$ cat config.mk
export PLATFORM = sky130hd
export DESIGN_NAME = s27_bist_ctrl
export DESIGN_NICKNAME = d
export VERILOG_FILES = /design/src/rtl/s27_bist_ctrl.sv
export SDC_FILE = /design/constraint.sdc
export NUM_CORES = 1
export LEC_CHECK = 0
export ABC_AREA = 1
export BUFFER_PORTS_ARGS = -buffer_cell sky130_fd_sc_hd__clkbuf_2
export CAP_MARGIN = 20
export CELL_PAD_IN_SITES_DETAIL_PLACEMENT = 1
export CELL_PAD_IN_SITES_GLOBAL_PLACEMENT = 2
export CORE_UTILIZATION = 32
export CTS_CLUSTER_DIAMETER = 120
export DETAILED_ROUTE_END_ITERATION = 7
export GPL_ROUTABILITY_DRIVEN = 0
export PLACE_DENSITY = 0.75
export SLEW_MARGIN = 20
export SYNTH_ARGS = -nofsm -noshare
export SYNTH_HDL_FRONTEND = slang
export SYNTH_SLANG_ARGS = --single-unit
$ cat constraint.sdc
create_clock -name CK -period 2.65 [get_ports CK]
set_input_delay 0.795 -clock CK [delete_from_list [all_inputs] [get_ports CK]]
set_output_delay 0.795 -clock CK [all_outputs]
set_load 0.01 [all_outputs]
$ cat src/rtl/s27_bist_ctrl.sv
// s27_bist_ctrl: BIST controller for the ISCAS-89 s27 benchmark circuit.
// Holds an init vector to settle the s27 flops, drives LFSR patterns onto
// G3..G0, compacts the G17 response into a 16-bit signature and flags done.
// Optional macro: S27_BIST_CMP_EN builds the signature comparator that drives PASS.
// Ports:
//   CK          clock, rising edge
//   RST         synchronous active-high reset
//   START       run request, honoured in IDLE and DONE only
//   G0..G3      registered stimulus to the s27 inputs
//   G17         s27 response input
//   BUSY        high during INIT and RUN
//   DONE        high in DONE
//   PASS        signature-match flag (constant 0 without the comparator)
//   SIG         signature register
module s27_bist_ctrl #(
  parameter int unsigned N_PATTERNS  = 255,
  parameter int unsigned INIT_CYCLES = 2,
  parameter logic [3:0]  INIT_VEC    = 4'b1100,
  parameter logic [7:0]  SEED        = 8'h01,
  parameter logic [15:0] EXP_SIG     = 16'h0000
) (
  input  logic        CK,
  input  logic        RST,
  input  logic        START,
  output logic        G0,
  output logic        G1,
  output logic        G2,
  output logic        G3,
  input  logic        G17,
  output logic        BUSY,
  output logic        DONE,
  output logic        PASS,
  output logic [15:0] SIG
);

  localparam int unsigned LFSR_W = 8;
  localparam int unsigned SIG_W  = 16;
  localparam int unsigned PAT_W  = 16;
  localparam int unsigned INIT_W = 8;
  localparam int unsigned VEC_W  = 4;

  // An all-zero seed would lock the LFSR, so it is replaced by 1.
  localparam logic [LFSR_W-1:0] SEED_EFF  = (SEED == 8'h00) ? 8'h01 : SEED;
  localparam logic [PAT_W-1:0]  PAT_LAST  = PAT_W'(N_PATTERNS - 1);
  localparam logic [INIT_W-1:0] INIT_LAST = INIT_W'(INIT_CYCLES - 1);
  localparam logic [SIG_W-1:0]  CRC_POLY  = 16'h1021;

  typedef enum logic [1:0] {S_IDLE, S_INIT, S_RUN, S_DONE} state_t;

  state_t             state, state_nxt;
  logic [LFSR_W-1:0]  lfsr, lfsr_nxt, lfsr_adv;
  logic [SIG_W-1:0]   sig_q, sig_nxt, sig_upd;
  logic [PAT_W-1:0]   pat_cnt, pat_cnt_nxt;
  logic [INIT_W-1:0]  init_cnt, init_cnt_nxt;
  logic [VEC_W-1:0]   vec_q, vec_nxt;
  logic               busy_q, busy_nxt;
  logic               done_q, done_nxt;
`ifdef S27_BIST_CMP_EN
  logic               pass_q, pass_nxt;
`endif

  // State and datapath registers; reset forces IDLE with a reseeded LFSR.
  always_ff @(posedge CK) begin
    if (RST) begin
      state    <= S_IDLE;
      lfsr     <= SEED_EFF;
      sig_q    <= '0;
      pat_cnt  <= '0;
      init_cnt <= '0;
      vec_q    <= '0;
      busy_q   <= 1'b0;
      done_q   <= 1'b0;
`ifdef S27_BIST_CMP_EN
      pass_q   <= 1'b0;
`endif
    end else begin
      state    <= state_nxt;
      lfsr     <= lfsr_nxt;
      sig_q    <= sig_nxt;
      pat_cnt  <= pat_cnt_nxt;
      init_cnt <= init_cnt_nxt;
      vec_q    <= vec_nxt;
      busy_q   <= busy_nxt;
      done_q   <= done_nxt;
`ifdef S27_BIST_CMP_EN
      pass_q   <= pass_nxt;
`endif
    end
  end

  // Next-state and next-register values.
  always_comb begin
    state_nxt    = state;
    lfsr_nxt     = lfsr;
    sig_nxt      = sig_q;
    pat_cnt_nxt  = pat_cnt;
    init_cnt_nxt = init_cnt;
    vec_nxt      = vec_q;
`ifdef S27_BIST_CMP_EN
    pass_nxt     = pass_q;
`endif
    // x^8+x^6+x^5+x^4+1 Fibonacci step and CRC-16 (0x1021) signature step.
    lfsr_adv = {lfsr[6:0], lfsr[7] ^ lfsr[5] ^ lfsr[4] ^ lfsr[3]};
    sig_upd  = {sig_q[SIG_W-2:0], 1'b0} ^ ((sig_q[SIG_W-1] ^ G17) ? CRC_POLY : '0);

    case (state)
      S_IDLE, S_DONE: begin
        vec_nxt = '0;
        if (START) begin
          state_nxt    = S_INIT;
          sig_nxt      = '0;
          lfsr_nxt     = SEED_EFF;
          pat_cnt_nxt  = '0;
          init_cnt_nxt = '0;
          vec_nxt      = INIT_VEC;
`ifdef S27_BIST_CMP_EN
          pass_nxt     = 1'b0;
`endif
        end
      end
      S_INIT: begin
        vec_nxt = INIT_VEC;
        if (init_cnt == INIT_LAST) begin
          state_nxt = S_RUN;
          vec_nxt   = lfsr[VEC_W-1:0];
        end else begin
          init_cnt_nxt = init_cnt + INIT_W'(1);
        end
      end
      S_RUN: begin
        sig_nxt  = sig_upd;
        lfsr_nxt = lfsr_adv;
        vec_nxt  = lfsr_adv[VEC_W-1:0];
        // pat_cnt is the index of the current capture; it stops at the last one.
        if (pat_cnt == PAT_LAST) begin
          state_nxt = S_DONE;
          vec_nxt   = '0;
`ifdef S27_BIST_CMP_EN
          pass_nxt  = (sig_upd == EXP_SIG);
`endif
        end else begin
          pat_cnt_nxt = pat_cnt + PAT_W'(1);
        end
      end
      default: begin
        state_nxt = S_IDLE;
        vec_nxt   = '0;
      end
    endcase

    busy_nxt = (state_nxt == S_INIT) || (state_nxt == S_RUN);
    done_nxt = (state_nxt == S_DONE);
  end

  assign {G3, G2, G1, G0} = vec_q;
  assign BUSY = busy_q;
  assign DONE = done_q;
  assign SIG  = sig_q;
`ifdef S27_BIST_CMP_EN
  assign PASS = pass_q;
`else
  assign PASS = 1'b0;
`endif

endmodule
==> impl_metrics.env <==
export IMPL_crit_top_cell="inv_1"
export IMPL_dpl_cell_area_sq_mm=0.00309
export IMPL_synth_seq_cells=56
export IMPL_core_area_sq_mm=0.00868
export IMPL_crit_type="reg2reg"
export IMPL_htreeDepth=2
export IMPL_vdd_drop_max_v=0.000498
export IMPL_critPathArrivalTime_ns=2.34
export IMPL_postCtsHoldBufs=0
export IMPL_grt_pass1_vias=2509
export IMPL_ant_nets=0
export IMPL_syn_inst=429
export IMPL_hold_class="reg2reg"
export IMPL_seq_area_frac_synth_pct=39.2
export IMPL_syn_nets=441
export IMPL_async_flop_share_pct=0
export IMPL_fin_crit_ns=2.15
export IMPL_die_w_microns=96.6
export IMPL_avgSynthCellArea_sq_um=6.67
export IMPL_post_cts_setup_buffer_count=0
export IMPL_drc=0
export IMPL_seqPwrFrac_pct=41.0
export IMPL_cpMaxStageDelayCell="ha_1"
export IMPL_drv_cap=0
export IMPL_clk_pin_slew_ns=0.10
export IMPL_total_leakage_power_nw=1.30
export IMPL_first_pass_iters=4
export IMPL_yosys_area_top_type="dfxtp_1"
export IMPL_p_sw_mw=1.00
export IMPL_ys_types=29
export IMPL_initialDrtViolationCount=75
export IMPL_endpoint_kind="flip-flop"
export IMPL_initial_core_util_pct=33.0
export IMPL_routed_wl_mm=7.29
export IMPL_num_vias=2617
export IMPL_ios=27
export IMPL_rsz0062_at_grt="false"
export IMPL_grt_pass1_wl_mm=12.1
export IMPL_globalRouteTotalUtil_pct=16.8
export IMPL_die_y_microns=96.6
export IMPL_final_design_area_no_fill_sq_mm=0.00318
export IMPL_skew_ns=0.0102
export IMPL_overflow=0
export IMPL_clock_fmax_ghz=0.466
export IMPL_synth_edf_count=0
export IMPL_slowest_delay_ns=0.42
export IMPL_synth_top_cell_area_share_pct=39.2
export IMPL_die_area_sq_mm=0.00932
export IMPL_ff2ff_setup_slack_ns=0.50
export IMPL_root_buffer="clkbuf_8"
export IMPL_power_density_mw_per_mm2=747
export IMPL_path_max_fanout=6
export IMPL_grt_max_degree=26
export IMPL_cts_resized=0
export IMPL_nNetsFinal=465
export IMPL_clock_latency_ns=0.31
export IMPL_clockBufferDepth=2
export IMPL_finalSetupTns_ns=0
export IMPL_antenna_found_initial=0
export IMPL_setup_slack_ns=0.504
export IMPL_worst_path_buf_inv=4
export IMPL_worstPathRequired_ns=2.85
export IMPL_wl_per_cell_microns=13.0
export IMPL_area_growth_pct=11.0
export IMPL_ys_flop_type="dfxtp_1"
export IMPL_swShare_pct=42.2
export IMPL_final_fill_count=1138
export IMPL_p_clk_share_pct=20.2
export IMPL_synthTopCellsByArea="dfxtp_1 39%, nand2_1 16%, nor2_1 8.3%"
export IMPL_port_buffers=25
export IMPL_cts_sinks=56
export IMPL_viasPerCell=4.66
export IMPL_crit_family="adder cells"
export IMPL_final_layout_size_suffix_gt1_share_pct=13.9
export IMPL_cp_cell_sequence="inv_1 > ha_1 > inv_2 > nor2_1 > inv_1 > o21ai_2 > nand2_1 > ha_1 > inv_1 > nor2_1"
export IMPL_tritoncts="built"
export IMPL_dp_slack_ns=0.544
export IMPL_outcome="finished, final reports clean"
export IMPL_setup_violations=0
export IMPL_share_comb_of_total_power_pct=38.8
export IMPL_hold_viol=0
export IMPL_start_kind="flip-flop"
export IMPL_cts_made_buffers=5
export IMPL_fp_row_count=34
export IMPL_dp_hpwl_mm=5.56
export IMPL_slew_violations=0
export IMPL_internal_power_mw=1.37
export IMPL_netlist_area_sq_mm=0.00286
export IMPL_yosysWarnings=0
export IMPL_fin_crit_sh_pct=81.0
export IMPL_diodes=0
==> cell usage in the layout, fill, tap and decap left out, types with 6 or more instances in the layout <==
cell	synthesis	routed
a21oi_1	41	41
clkbuf_2	0	25
dfxtp_1	56	56
ha_1	8	8
inv_1	45	45
nand2_1	124	124
nand2_2	6	6
nand3_1	19	19
nand4_1	6	6
nor2_1	63	63
nor2_2	7	7
o21ai_0	8	8
==> synthesized netlist by cell type (4+ instances only) <==
master,instances
clkbuf_1,4
nor2_1,63
inv_2,5
ha_1,8
inv_1,45
nand2_2,6
nand2_1,124
xnor2_1,4
dfxtp_1,56
xor2_1,5
nor2_2,7
a21oi_1,41
o21ai_0,8
nand3_1,19
buf_2,4
nand4_1,6
==> state kept, by name, indices dropped and copies added (netlist names) <==
name and flops:
SIG 16, DONE 1, vec_q 4, lfsr 8
pat_cnt 16, state 2, init_cnt 8, BUSY 1
==> path summary, 6_finish.rpt <==
kind,start,endpoint,depth (start not counted)
max,state[0]$_SDFF_PP0_,BUSY$_SDFF_PP0_,10
min,lfsr[6]$_SDFFE_PP0P_,lfsr[7]$_SDFFE_PP0P_,2
max reg2reg,state[0]$_SDFF_PP0_,BUSY$_SDFF_PP0_,10
min reg2reg,lfsr[6]$_SDFFE_PP0P_,lfsr[7]$_SDFFE_PP0P_,2
==> layer usage <==
metal	global-route usage (%)	part of all wire [%]
met1	21.8	50
met3	3.36	2.5
met5	0	0
met2	28.5	47
met4	4.04	0.85
==> worst min-delay path: cells and delay by family, from the launching register on <==
kind,cells,cell delay [ns]
AO/OA/AOI/OAI,1,0.05
AND/OR/NAND/NOR,1,0.06
flip-flops,1,0.33
==> area by class of cell <==
type | instances | area, sq um | share of cell area (%)
clock inverters | 2 | 16.3 | 0.512
flip-flops and latches | 56 | 1120 | 35.3
clock buffers | 6 | 72.6 | 2.29
multi-input cells | 310 | 1480 | 46.6
repair buffers | 30 | 163 | 5.12
inverters | 50 | 188 | 5.91
well taps | 108 | 135 | 4.26
==> per-stage QoR <==
step / hold WS, ns / instances / total power [mW] / utilization, %
floorplan: 0.440 / 429 / 1.65 / -
global placement: 0.450 / 554 / 1.89 / 35.6
detailed placement: 0.464 / 554 / 1.91 / 35.6
CTS: 0.480 / 562 / 2.41 / 36.6
global route: 0.510 / 562 / 2.56 / 36.6
finish: 0.478 / 562 / 2.37 / 36.6
==> power groups by stage <==
stage	Combinational, mW	Clock (mW)	Sequential, mW
floorplan	0.664	0	0.990
global placement	0.904	0	0.990
detailed placement	0.919	0	0.993
CTS	0.925	0.514	0.974
global route	1.05	0.531	0.984
finish	0.921	0.479	0.972
==> cell families after synthesis <==
kind of cell | Yosys count | synth area share, %
AO/OA/AOI/OAI | 55 | 10.2
XOR/XNOR | 9 | 2.75
adder cells (fa/ha/maj) | 8 | 3.50
buffers and inverters | 63 | 9.09
flip-flops | 56 | 39.2
other | 1 | 0.131
AND/OR/NAND/NOR | 237 | 35.1
Note: power is estimated with default switching activity, not from simulation.
